### src/rtl/lc3_int_ctrl_pkg.sv
// lc3_int_ctrl_pkg -- shared definitions for the LC3 interrupt/exception
// controller: FSM state encoding, VectorMUX select codes and the fixed
// exception vector numbers.
package lc3_int_ctrl_pkg;

  localparam int N_DEV = 4;

  typedef enum logic [1:0] {
    ST_IDLE  = 2'b00,
    ST_LOAD  = 2'b01,
    ST_READY = 2'b10,
    ST_ACK   = 2'b11
  } state_e;

  // VectorMUX select: which source the vector unit loads from.
  // VM_INT also serves as the "serviced event is an interrupt" marker.
  localparam logic [1:0] VM_INT   = 2'b00;
  localparam logic [1:0] VM_PRIV  = 2'b01;
  localparam logic [1:0] VM_ILLOP = 2'b10;
  localparam logic [1:0] VM_ACV   = 2'b11;

  // Exception vector numbers selected through the vector table.
  localparam logic [7:0] EXC_VEC_PRIV  = 8'h00;
  localparam logic [7:0] EXC_VEC_ILLOP = 8'h01;
  localparam logic [7:0] EXC_VEC_ACV   = 8'h02;

endpackage

### src/rtl/lc3_int_ctrl_prio.sv
// lc3_int_prio -- combinational 4-way interrupt priority resolver.
// Ports:
//   irq_req  [3:0]  level requests, device i on bit i
//   irq_pl   [11:0] 3-bit priority of device i on [3i+2:3i]
//   psr_pl   [2:0]  current processor priority level
//   any_elig        some device has irq_req=1 and pl > psr_pl
//   win_idx  [1:0]  eligible device with the highest pl (lowest index on tie)
//   win_pl   [2:0]  priority of that device
module lc3_int_prio
  import lc3_int_ctrl_pkg::*;
(
  input  logic [N_DEV-1:0]   irq_req,
  input  logic [3*N_DEV-1:0] irq_pl,
  input  logic [2:0]         psr_pl,
  output logic               any_elig,
  output logic [1:0]         win_idx,
  output logic [2:0]         win_pl
);

  always_comb begin
    any_elig = 1'b0;
    win_idx  = 2'd0;
    win_pl   = 3'd0;
    // Ascending scan with a strict ">" on replacement keeps the lowest index
    // among devices that share the highest priority.
    for (int i = 0; i < N_DEV; i++) begin
      if (irq_req[i] && (irq_pl[3*i +: 3] > psr_pl) &&
          (!any_elig || (irq_pl[3*i +: 3] > win_pl))) begin
        any_elig = 1'b1;
        win_idx  = 2'(i);
        win_pl   = irq_pl[3*i +: 3];
      end
    end
  end

endmodule

### src/rtl/lc3_int_ctrl.sv
// lc3_int_ctrl -- LC3 interrupt/exception controller.
// Latches exception pulses, arbitrates them against device interrupts, and
// walks the vector unit through LOAD -> READY -> ACK once the control FSM
// takes the event at an instruction boundary.
// Ports:
//   clk, rst_n                    clock, synchronous active-low reset
//   irq_req/irq_pl/irq_vec        per-device request, priority, INTV
//   psr_pl                        current processor priority
//   exc_priv/exc_illop/exc_acv    one-cycle exception pulses
//   int_take, vec_gate            handshake from the control FSM
//   int_pending, vec_ready        status to the control FSM
//   LDVector/TableMUX/GateVector/VectorMUX/INTV  vector-unit controls
//   int_ack                       one-hot acknowledge to serviced device
//   new_pl, is_exc                PSR priority to load / exception flag
//   dbg_state                     current FSM state (debug)
// Handshake: int_take is honoured only in IDLE while int_pending=1 (that edge
// captures the event); vec_gate is honoured only in READY while vec_ready=1,
// and the FSM moves to ACK on the same edge.
module lc3_int_ctrl
  import lc3_int_ctrl_pkg::*;
(
  input  logic        clk,
  input  logic        rst_n,
  input  logic [3:0]  irq_req,
  input  logic [11:0] irq_pl,
  input  logic [31:0] irq_vec,
  input  logic [2:0]  psr_pl,
  input  logic        exc_priv,
  input  logic        exc_illop,
  input  logic        exc_acv,
  input  logic        int_take,
  input  logic        vec_gate,
  output logic        int_pending,
  output logic        vec_ready,
  output logic        LDVector,
  output logic        TableMUX,
  output logic        GateVector,
  output logic [1:0]  VectorMUX,
  output logic [7:0]  INTV,
  output logic [3:0]  int_ack,
  output logic [2:0]  new_pl,
  output logic        is_exc,
  output logic [1:0]  dbg_state
);

  state_e      state_q, state_d;
  logic        priv_q, illop_q, acv_q;
  logic        priv_d, illop_d, acv_d;
  logic [1:0]  cap_mux_q, cap_idx_q;
  logic [7:0]  cap_vec_q;
  logic [2:0]  cap_pl_q;

  logic        any_elig;
  logic [1:0]  win_idx;
  logic [2:0]  win_pl;
  logic [1:0]  win_mux;
  logic        take_fire;

  lc3_int_prio u_prio (
    .irq_req  (irq_req),
    .irq_pl   (irq_pl),
    .psr_pl   (psr_pl),
    .any_elig (any_elig),
    .win_idx  (win_idx),
    .win_pl   (win_pl)
  );

  // Exceptions always outrank interrupts: priv > illop > acv > device.
  always_comb begin
    if (priv_q)       win_mux = VM_PRIV;
    else if (illop_q) win_mux = VM_ILLOP;
    else if (acv_q)   win_mux = VM_ACV;
    else              win_mux = VM_INT;
  end

  assign int_pending = (state_q == ST_IDLE) &&
                       (priv_q || illop_q || acv_q || any_elig);
  assign take_fire   = int_pending && int_take;

  // Sticky latches: a new pulse wins over the ACK-cycle clear.
  always_comb begin
    priv_d  = exc_priv  | (priv_q  & ~((state_q == ST_ACK) && (cap_mux_q == VM_PRIV)));
    illop_d = exc_illop | (illop_q & ~((state_q == ST_ACK) && (cap_mux_q == VM_ILLOP)));
    acv_d   = exc_acv   | (acv_q   & ~((state_q == ST_ACK) && (cap_mux_q == VM_ACV)));
  end

  always_ff @(posedge clk) begin
    if (!rst_n) begin
      state_q <= ST_IDLE;
      priv_q  <= 1'b0;
      illop_q <= 1'b0;
      acv_q   <= 1'b0;
    end else begin
      state_q <= state_d;
      priv_q  <= priv_d;
      illop_q <= illop_d;
      acv_q   <= acv_d;
    end
  end

  // Capture the winner on the take edge; later changes of requests or
  // psr_pl therefore cannot disturb the in-flight event.
  always_ff @(posedge clk) begin
    if (!rst_n) begin
      cap_mux_q <= VM_INT;
      cap_idx_q <= 2'd0;
      cap_vec_q <= 8'h00;
      cap_pl_q  <= 3'd0;
    end else if (take_fire) begin
      cap_mux_q <= win_mux;
      cap_idx_q <= win_idx;
      cap_vec_q <= (win_mux == VM_INT) ? irq_vec[8*win_idx +: 8] : 8'h00;
      cap_pl_q  <= (win_mux == VM_INT) ? win_pl : psr_pl;
    end
  end

  always_comb begin
    state_d    = state_q;
    vec_ready  = 1'b0;
    LDVector   = 1'b0;
    TableMUX   = 1'b0;
    GateVector = 1'b0;
    VectorMUX  = VM_INT;
    INTV       = 8'h00;
    int_ack    = 4'b0000;
    new_pl     = 3'd0;
    is_exc     = 1'b0;
    unique case (state_q)
      ST_IDLE: begin
        if (take_fire) state_d = ST_LOAD;
      end
      ST_LOAD: begin
        LDVector  = 1'b1;
        TableMUX  = 1'b1;
        VectorMUX = cap_mux_q;
        INTV      = cap_vec_q;
        new_pl    = cap_pl_q;
        is_exc    = (cap_mux_q != VM_INT);
        state_d   = ST_READY;
      end
      ST_READY: begin
        vec_ready  = 1'b1;
        GateVector = vec_gate;
        new_pl     = cap_pl_q;
        is_exc     = (cap_mux_q != VM_INT);
        if (vec_gate) state_d = ST_ACK;
      end
      ST_ACK: begin
        if (cap_mux_q == VM_INT) int_ack = 4'b0001 << cap_idx_q;
        new_pl  = cap_pl_q;
        is_exc  = (cap_mux_q != VM_INT);
        state_d = ST_IDLE;
      end
      default: state_d = ST_IDLE;
    endcase
  end

  assign dbg_state = state_q;

endmodule

### config.mk
export PLATFORM = sky130hd
export DESIGN_NAME = lc3_int_ctrl
export DESIGN_NICKNAME = d
export VERILOG_FILES = /design/src/rtl/lc3_int_ctrl_pkg.sv /design/src/rtl/lc3_int_ctrl_prio.sv /design/src/rtl/lc3_int_ctrl.sv
export SDC_FILE = /design/constraint.sdc
export NUM_CORES = 1
export LEC_CHECK = 0
export ABC_AREA = 1
export CORE_MARGIN = 4
export CORE_UTILIZATION = 45
export DETAILED_ROUTE_END_ITERATION = 10
export GPL_ROUTABILITY_DRIVEN = 0
export PLACE_DENSITY = 0.81
export SYNTH_ARGS = -nofsm -noshare
export SYNTH_HDL_FRONTEND = slang
export SYNTH_SLANG_ARGS = --single-unit
### constraint.sdc
create_clock -name clk -period 5.5 [get_ports clk]
set_clock_uncertainty 0.05 [all_clocks]
set_input_delay 0.825 -clock clk [delete_from_list [all_inputs] [get_ports clk]]
set_output_delay 0.825 -clock clk [all_outputs]
set_load 0.01 [all_outputs]
After elaboration in Yosys (flattened, before gate mapping)

Cells that the tools add are included.

Multiply operators: 0
Equality and inequality tests: 8
Shift operators: 2
$lt $le $gt $ge: 7
Muxes and demuxes: 28
Bitwise gates (word level): 9
Reduce and logical (&&, ||, !) cells: 27
Add/subtract/negate cells: 0
Div/mod/pow operators: 0

Operator list:

| cell                  | count |
|---|---|
| $shiftx A32 B6 Y8     | 1 |
| $gt A3 B3 Y1          | 7 |
| $mux W3               | 6 |
| $mux W2               | 8 |
| $mux W8               | 2 |
| $logic_and A1 B1 Y1   | 12 |
| $mux W1               | 9 |
| $eq A2 B2 Y1 const B  | 4 |
| $mux W4               | 2 |
| $pmux W2 S4           | 1 |
| $logic_not A2 Y1      | 3 |
| $logic_or A1 B1 Y1    | 6 |
| $eq A2 B1 Y1 const B  | 2 |
| $ne A2 B2 Y1 const B  | 2 |
| $shl A1 B2 Y4 const A | 1 |
| $and A1 B1 Y1         | 3 |
| $logic_not A1 Y1      | 3 |
| $not A1 Y1            | 3 |
| $or A1 B1 Y1          | 3 |
| $reduce_or A3 Y1      | 1 |
| $reduce_and A2 Y1     | 1 |
| $reduce_bool A2 Y1    | 1 |

Flip-flop bits (word level): 20
Output and inout port bits: 25
Latch bits: 0
Memories: 0
Memory bits (read-only): 0
Memory bits (writable): 0

Depth between registers and ports, before layout

Gate-level depths: netlist of run 1.

Word-level depth: 20
Mapped depth: 39
Mapped depth without buffers: 38

Hierarchy

Synthesis of run 1 repeated with hierarchy kept, for this count alone.

Cell total of the unflattened synthesis: 370
Area, all modules: 2192.1 um^2

By module, submodules not included:

| module       | sequential area each (um^2) | cells an instance | area an instance (um^2) | instances |
|---|---|---|---|---|
| lc3_int_ctrl | 400.4                       | 242               | 1417.6                  | 1 |
| lc3_int_prio | 0.0                         | 128               | 774.5                   | 1 |

Least setup slack after synthesis of run 1

Ideal clock, no wire load.

Kind: input -> register
From: input port psr_pl[2]
To: register cap_vec_q[3]
Stages: 38
Arrival: 4.926 ns
Setup slack: 0.391 ns
Path buffers: 2
Cells stage by stage: inv_1 > ha_1 > nand3_1 > nand2_1 > inv_1 > nand2_4 > nor2_1 > inv_1 > ha_1 > nand3b_1 > nand2_1 > nand2_1 > a21oi_2 > buf_4 > nand2_1 > o21ai_1 > inv_1 > ha_1 > (+2 left out) > nand2_1 > nand2_1 > nand2_2 > inv_1 > nand2_1 > a21boi_0 > ha_1 > a21oi_1 > o21ai_0 > nand2_1 > nand2_4 > nand2_4 > buf_2 > nand3_1 > nand3_1 > nand2_1 > nand2_1 > a21oi_1

Cells in the longest elaborated chain, start to end: 18
Elaborated cells on any way between the ends: 35

Ends and longest elaborated chain:

| what                                                                  | line                | RTL |
|---|---|---|
| from (decl)                                                           | lc3_int_ctrl.sv:27  | `input logic [2:0] psr_pl,` |
| parallel branches: the longest is 18 deep, another holds $gt A3 B3 Y1 | -                   |  |
| to (signal assigned)                                                  | lc3_int_ctrl.sv:112 | `cap_vec_q <= (win_mux == VM_INT) ? irq_vec[8*win_idx +: 8] : 8'h00;` |
| to (decl)                                                             | lc3_int_ctrl.sv:50  | `logic [7:0] cap_vec_q;` |

Parallel ways; which one is timed is not known.
A chain may end at the register's enable or synchronous reset.

Worst setup path after layout of run 1

From: input port psr_pl[2]
To: register cap_vec_q[1]

Same word-level chain as after synthesis.

==> metrics.md, run 1 <==
| Metric | Value |
|---|---|
| Switch Pwr | `approximately 0.33 mW` |
| Clock share of power | `17.9%` |
| Final setup vio count | `0` |
| Total grt overflow | `0` |
| Area grow syn2layout | `55.4%` |
| Inst Count DP | `494` |
| Full die area | `6010 sq um` |
| Post-Layout Cell Count | `508` |
| Mapped Area | `roughly 2200 sq um` |
| Actual slew at the worst max-slew pin | `about 440 ps` |
| Sw frac | `approximately two fifths` |
| FP Rows | `25` |
| CTS Hold Bufs | `0` |
| Crit-path slowest cell | `clkdlybuf4s50_1` |
| YS warnings | `0` |
| Slew Limit Fails | `0` |
| Share of layout cells above drive strength 1 | `between 10% and 20%` |
| CTS Buf Count | `3` |
| Most common cell on crit path | `nand2_1` |
| Worst min path class | `reg -> reg` |
| Worst path max stage delay | `roughly 480 ps` |
| Total wire length | `a little under 7000 um` |
| Die height | `about 78 um` |
| Static leakage | `around 1.7 nW` |
| Die Wd | `77.5 um` |
| Status | `finished, final reports clean` |
| Nets | `about 540` |
| Root buffer cell | `clkbuf_8` |
| Filler cells | `about 380` |
| Worst-path clk slew | `approximately 80 ps` |
| Setup TNS Final | `0 ps` |
| Register bit total from synthesis | `20` |
| DR vias | `~2600` |
| CTS Buffer Depth | `2` |
| Initial Util | `a little under half` |
| Drt pass-1 iters | `4` |
| Synth cell types | `25` |
| Post-route DRC | `0` |
| Hpwl dp | `around 5100 um` |
| Slew headroom | `a little over two thirds` |
| Antenna violation net count after detailed routing | `0` |
| Most frequent cells in the layout | `nand2_1 (87), clkdlybuf4s50_1 (82), inv_1 (67), nand3_1 (29), a21oi_1 (26)` |
| Routed len/inst | `roughly 13 um` |
| First-pass GRT wire length | `10600 um` |
| Htree depth | `1` |
| Number of antenna violations at the first check in global routing | `0` |
| Sequential share of power | `23.7%` |
| Cell family with most CP delay | `simple AND/OR/NAND/NOR gates` |
| Startpoint Class | `primary input` |
| CP max FO | `8` |
| Ant. Diodes | `0` |
| Peak VDD IR | `~0.00013 V` |
| Worst path bufs/invs | `7` |
| Internal power | `approximately 0.48 mW` |
| Largest net degree at the start of global routing | `21` |
| WP data required | `between 5000 and 6000 ps` |
| Final period util | `~100%` |
| Sequential element share of the synthesized area | `~18%` |
| Via/cell ratio | `5.09` |
| Syn Nets | `440` |
| Final Power | `0.816 mW` |
| Number of global-route vias before repair | `2497` |
| Critical path type | `in -> reg` |
| Endpoint type of the worst setup path | `flip-flop` |
| Port bufs | `82` |
| Crit path DAT | `5440 ps` |
| First DRT Iteration DRCs | `roughly 150` |
| Fin. Hold Viols | `0` |
| Cells after synthesis | `approximately 360` |
| Comb pwr share | `around three fifths` |
| Pwr Density | `241 nW/um^2` |
| Clk_lat worst skew | `260 ps` |
| Post-route minimum period | `between 5000 and 6000 ps` |
| Maxcap violations | `0` |
| Worst reg-to-reg setup slack | `~3700 ps` |
| I/O pin count | `83` |
| GR Util All Layers | `20.6%` |
| TritonCTS clock tree | `done` |
| CTS Sinks | `20` |
| Total core area | `4690 sq um` |
| Most common cell after layout, fill and taps aside | `nand2_1` |
| Fmax | `187 MHz` |
| Post-Syn Area per Cell | `6.11 sq um` |
## timing repair
action	in CTS	in global routing
resized for setup	2	31
pin swaps	0	7
setup endpoints to repair	2	13
setup buffers	0	9
cloned	0	1
## tightest hold or removal path, stage by stage, from the launching register on
cell and delay (ps):
dfxtp_1 310, nand2_1 60, a21oi_1 50
## sequential cells by signal, indices dropped and copies added, names as in the netlist
name / count
cap_vec_q: 8
cap_pl_q: 3
cap_idx_q: 2
cap_mux_q: 2
dbg_state: 2
acv_q: 1
illop_q: 1
priv_q: 1
## metrics by stage
| step | hold WS (ps) | setup slack, ps | area, sq um | utilization, % |
|---|---|---|---|---|
| floorplan | 392 | 391 | 2180 | - |
| finish | 421 | 149 | 3380 | 72.1 |
| global placement | 408 | -56.0 | 3080 | 65.7 |
| detailed placement | 410 | -297 | 3080 | 65.7 |
| CTS | 422 | 2.54 | 3170 | 67.6 |
| global route | 453 | -132 | 3380 | 72.1 |
## per-layer routing
metal  routed length [um]  GRT usage, %  share of wire, %
met1                 2850          24.1                42
met2                 3390          38.5                50
met3                  412          2.78               6.0
met4                  168          6.41               2.5
met5                    0             0                 0
## logic make-up (layout without fill, tap and decap cells)
logic type / after synthesis / count (layout) / share of synthesized area (%)
compound gates: 54 / 54 / 13.6
fa+ha+maj: 26 / 26 / 15.0
buf+inv: 82 / 179 / 15.5
flops: 20 / 20 / 18.4
simple gates: 174 / 175 / 37.5
## power groups by stage
stage          clock network (mW)  registers (mW)  logic [mW]
2_1_floorplan                   0           0.192       0.274
3_3_place_gp                    0           0.195       0.420
3_5_place_dp                    0           0.196       0.431
4_1_cts                     0.148           0.193       0.439
5_1_grt                     0.153           0.197       0.524
6_report                    0.146           0.194       0.476
## Yosys cell counts (all sizes together)
cell | n | area, sq um
nand2 | 98 | 423
inv | 73 | 274
a21oi | 34 | 189
nand3 | 33 | 178
nor2 | 28 | 108
ha | 26 | 325
dfxtp | 20 | 400
o21ai | 17 | 85.1
nand3b | 11 | 82.6
buf | 6 | 47.5
nor4 | 4 | 25.0
a21boi | 2 | 15.0
clkbuf | 2 | 7.51
clkinv | 1 | 8.76
o31ai | 1 | 7.51
## final timing paths
check | end | start | cells after the start
max | cap_vec_q[1]$_SDFFE_PN0P_ | psr_pl[2] | 37
min | cap_vec_q[4]$_SDFFE_PN0P_ | cap_vec_q[4]$_SDFFE_PN0P_ | 2
max reg2reg | cap_idx_q[0]$_SDFFE_PN0P_ | illop_q$_SDFF_PN0_ | 7
min reg2reg | cap_vec_q[4]$_SDFFE_PN0P_ | cap_vec_q[4]$_SDFFE_PN0P_ | 2
## area by class of cell
| class | count | area (sq um) | share of cell area [%] |
|---|---|---|---|
| tap | 54 | 67.6 | 2.00 |
| sequential | 20 | 400 | 11.8 |
| timing repair buffer | 101 | 963 | 28.5 |
| inverter | 74 | 283 | 8.36 |
| clock buffer | 3 | 41.3 | 1.22 |
| multi-input combinational | 255 | 1600 | 47.2 |
| clock inverter | 1 | 30.0 | 0.888 |
Note: power is estimated with default switching activity, not from simulation.
==> inputs of run 2 (changes only) <==
- clock period: 5.5 -> 5.3 ns (I/O delays scaled with it)
==> run 2 against run 1 <==
  * The run now ends with setup timing left
  * Sequential share of layout area shrank 0.20 points
  * Combinational power grew 6.1%
  * Non-clock buffer count grew 2
  * Flip-flop and latch count is the same
  * Sequential power grew 3%
==> metrics.md, run 2 (synthesized netlist as in run 1, its figures left out) <==
| Metric | Value |
|---|---|
| Status | `complete, but fails checks (was finished, final reports clean)` |
| Failing checks | `setup timing` |
| Internal power | `0.506 mW (was 0.484 mW)` |
| Die Wd | `77.5 um (unchanged)` |
| Switch Pwr | `0.350 mW (was 0.332 mW)` |
| Hpwl dp | `5240 um (was 5080 um)` |
| Most common cell on crit path | `nand2_1 (unchanged)` |
| Endpoint type of the worst setup path | `flip-flop (unchanged)` |
| Final setup vio count | `1 (was 0)` |
| Core Util, Final | `73.3% (was 72.1%)` |
| Total core area | `4690 sq um (unchanged)` |
| Post-route minimum period | `about 5300 ps` |
| Largest regs | `cap_vec_q (8), cap_pl_q (3) (unchanged)` |
| Most frequent cells in the layout | `nand2_1 (84), clkdlybuf4s50_1 (78), inv_1 (63), nand3_1 (30), a21oi_1 (27) (was nand2_1 (87), clkdlybuf4s50_1 (82), inv_1 (67), nand3_1 (29), a21oi_1 (26))` |
| Post-route DRC | `0 (unchanged)` |
| Worst min path class | `reg -> reg (unchanged)` |
| Full die area | `6010 sq um (unchanged)` |
| Peak VDD IR | `0.000132 V (was 0.000134 V)` |
| Clk_lat worst skew | `260 ps (about the same)` |
| Cell family with most CP delay | `simple AND/OR/NAND/NOR gates (unchanged)` |
| Total grt overflow | `0 (unchanged)` |
| I/O pin count | `83 (unchanged)` |
| Placed Area | `3160 sq um (was 3080 sq um)` |
| Worst path depth | `38 (was 37)` |
| CTS Buffer Depth | `2 (unchanged)` |
| Htree depth | `1 (unchanged)` |
| Sequential share of power | `23.3% (was 23.7%)` |
| DR vias | `2690 (was 2586)` |
| Comb pwr share | `58.9% (was 58.4%)` |
| WP data required | `5450 ps (was 5590 ps)` |
| Sw frac | `40.9% (was 40.7%)` |
| Total wire length | `7040 um (was 6820 um)` |
| CP max FO | `8 (unchanged)` |
| Port bufs | `82 (unchanged)` |
| TritonCTS clock tree | `done (unchanged)` |
| Area grow syn2layout | `58.1% (was 55.4%)` |
| CTS Buf Count | `3 (unchanged)` |
| GR Util All Layers | `21.3% (was 20.6%)` |
| Nets | `540 (was 539)` |
| Startpoint Class | `primary input (unchanged)` |
| FP Rows | `25 (unchanged)` |
| Worst flop-to-flop path startpoint | `dbg_state[0]$_SDFFE_PN0P_ (was illop_q$_SDFF_PN0_)` |
| Critical path type | `in -> reg (unchanged)` |
| Final period util | `100%` |
| Number of global-route vias before repair | `2544 (was 2497)` |
| Share of layout cells above drive strength 1 | `16.0% (was 14.8%)` |
| Fmax | `around 190 MHz` |
| Crit path DAT | `5470 ps (was 5440 ps)` |
| Initial Util | `46.4% (unchanged)` |
| Worst path max stage delay | `450 ps (was 480 ps)` |
| Pwr Density | `249 nW/um^2 (was 241 nW/um^2)` |
| Setup crit end | `cap_vec_q[1]$_SDFFE_PN0P_ (unchanged)` |
| Final non-filler cell area | `3440 sq um (was 3380 sq um)` |
| Dpl ws | `-397 ps (was -297 ps)` |
| Largest Register | `cap_vec_q (unchanged)` |
| CTS Sinks | `20 (unchanged)` |
| Fin. Hold Viols | `0 (unchanged)` |
| Final Power | `0.856 mW (was 0.816 mW)` |
| Drt pass-1 iters | `5 (was 4)` |
| Via/cell ratio | `5.28 (was 5.09)` |
| Worst Setup SP | `irq_pl[0] (was psr_pl[2])` |
| Worst reg-to-reg setup slack | `3430 ps (was 3670 ps)` |
| Actual slew at the worst max-slew pin | `432 ps (was 439 ps)` |
| Worst-path clk slew | `70 ps (was 80 ps)` |
| Reg2Reg Depth | `7 (unchanged)` |
| Post-Layout Cell Count | `509 (was 508)` |
| FF-to-FF End | `cap_mux_q[0]$_SDFFE_PN0P_ (was cap_idx_q[0]$_SDFFE_PN0P_)` |
| Largest net degree at the start of global routing | `21 (unchanged)` |
| Routed len/inst | `13.8 um (was 13.4 um)` |
| First-pass GRT wire length | `10900 um (was 10600 um)` |
| Slew Limit Fails | `0 (unchanged)` |
| Ant. Diodes | `0 (unchanged)` |
| Worst path bufs/invs | `7 (unchanged)` |
| Max reg flops | `8 (unchanged)` |
| Antenna violation net count after detailed routing | `0 (unchanged)` |
| Static leakage | `1.71 nW (was 1.66 nW)` |
| Most common cell after layout, fill and taps aside | `nand2_1 (unchanged)` |
| Slew headroom | `71.1% (was 70.7%)` |
| Maxcap violations | `0 (unchanged)` |
| Die height | `77.5 um (unchanged)` |
| Inst Count DP | `502 (was 494)` |
| Worst setup margin | `-20.4 ps (was 149 ps)` |
| First DRT Iteration DRCs | `179 (was 146)` |
| Number of antenna violations at the first check in global routing | `0 (unchanged)` |
| Crit-path slowest cell | `clkdlybuf4s50_1 (unchanged)` |
| Root buffer cell | `clkbuf_8 (unchanged)` |
| Clock share of power | `17.7% (was 17.9%)` |
## run 2: area by class of cell
class | instances | area, sq um
inverters | 74 | 283
fillers | 370 | 1250
multi-input cells | 254 | 1620
well taps | 54 | 67.6
clock buffers | 3 | 41.3
repair buffers | 103 | 1000
clock inverters | 1 | 30.0
flip-flops and latches | 20 | 400
## run 2: layer usage
metal | GRT usage (%) | part of all wire [%] | up-vias
met5 | 0 | 0 | -
met4 | 5.87 | 2.6 | 0
met3 | 2.67 | 5.4 | 21
met2 | 39.0 | 51 | 122
met1 | 26.0 | 41 | 1216
li1 | - | - | 1331
## run 2: worst min path at each step
| stage | to | from | depth (start not counted) | slack [ps] |
|---|---|---|---|---|
| 3_5_place_dp | cap_vec_q[4]$_SDFFE_PN0P_ | cap_vec_q[4]$_SDFFE_PN0P_ | 2 | 410 |
| 2_1_floorplan | cap_vec_q[0]$_SDFFE_PN0P_ | cap_vec_q[0]$_SDFFE_PN0P_ | 2 | 390 |
| 5_1_grt | cap_vec_q[6]$_SDFFE_PN0P_ | cap_vec_q[6]$_SDFFE_PN0P_ | 2 | 430 |
| 4_1_cts | cap_vec_q[4]$_SDFFE_PN0P_ | cap_vec_q[4]$_SDFFE_PN0P_ | 2 | 420 |
| 6_report | cap_vec_q[4]$_SDFFE_PN0P_ | cap_vec_q[4]$_SDFFE_PN0P_ | 2 | 420 |
| 3_3_place_gp | cap_vec_q[4]$_SDFFE_PN0P_ | cap_vec_q[4]$_SDFFE_PN0P_ | 2 | 410 |
## run 2: what timing repair did
item,4_1_cts,5_1_grt
gates resized for setup,7,38
pin swaps,4,21
hold endpoints to repair,0,0
gates cloned,0,0
buffers inserted,1,2
hold buffers,0,0
endpoints found under the setup margin,11,13
## run 2: tightest hold or removal path: stages (launching register included)
cell	delay, ps
dfxtp_1	310
nand2_1	60
a21oi_1	50
## run 2: power by group through the flow
stage / logic (mW) / clock network [mW] / registers [mW]
3_5_place_dp: 0.457 / 0 / 0.203
3_3_place_gp: 0.445 / 0 / 0.202
4_1_cts: 0.470 / 0.153 / 0.199
2_1_floorplan: 0.285 / 0 / 0.200
5_1_grt: 0.557 / 0.161 / 0.203
6_report: 0.505 / 0.152 / 0.200
## run 2: per-stage QoR
stage               hold slack, ps  TNS, ps
global route                   433    -1490
finish                         419    -20.4
floorplan                      392        0
global placement               407    -1530
detailed placement             410    -4460
CTS                            421        0
==> inputs of run 3 (changes only) <==
- CAP_MARGIN: unset -> 20
==> results of run 3 <==
Same layout as run 2: the final DEF is identical, and so are final timing and power.
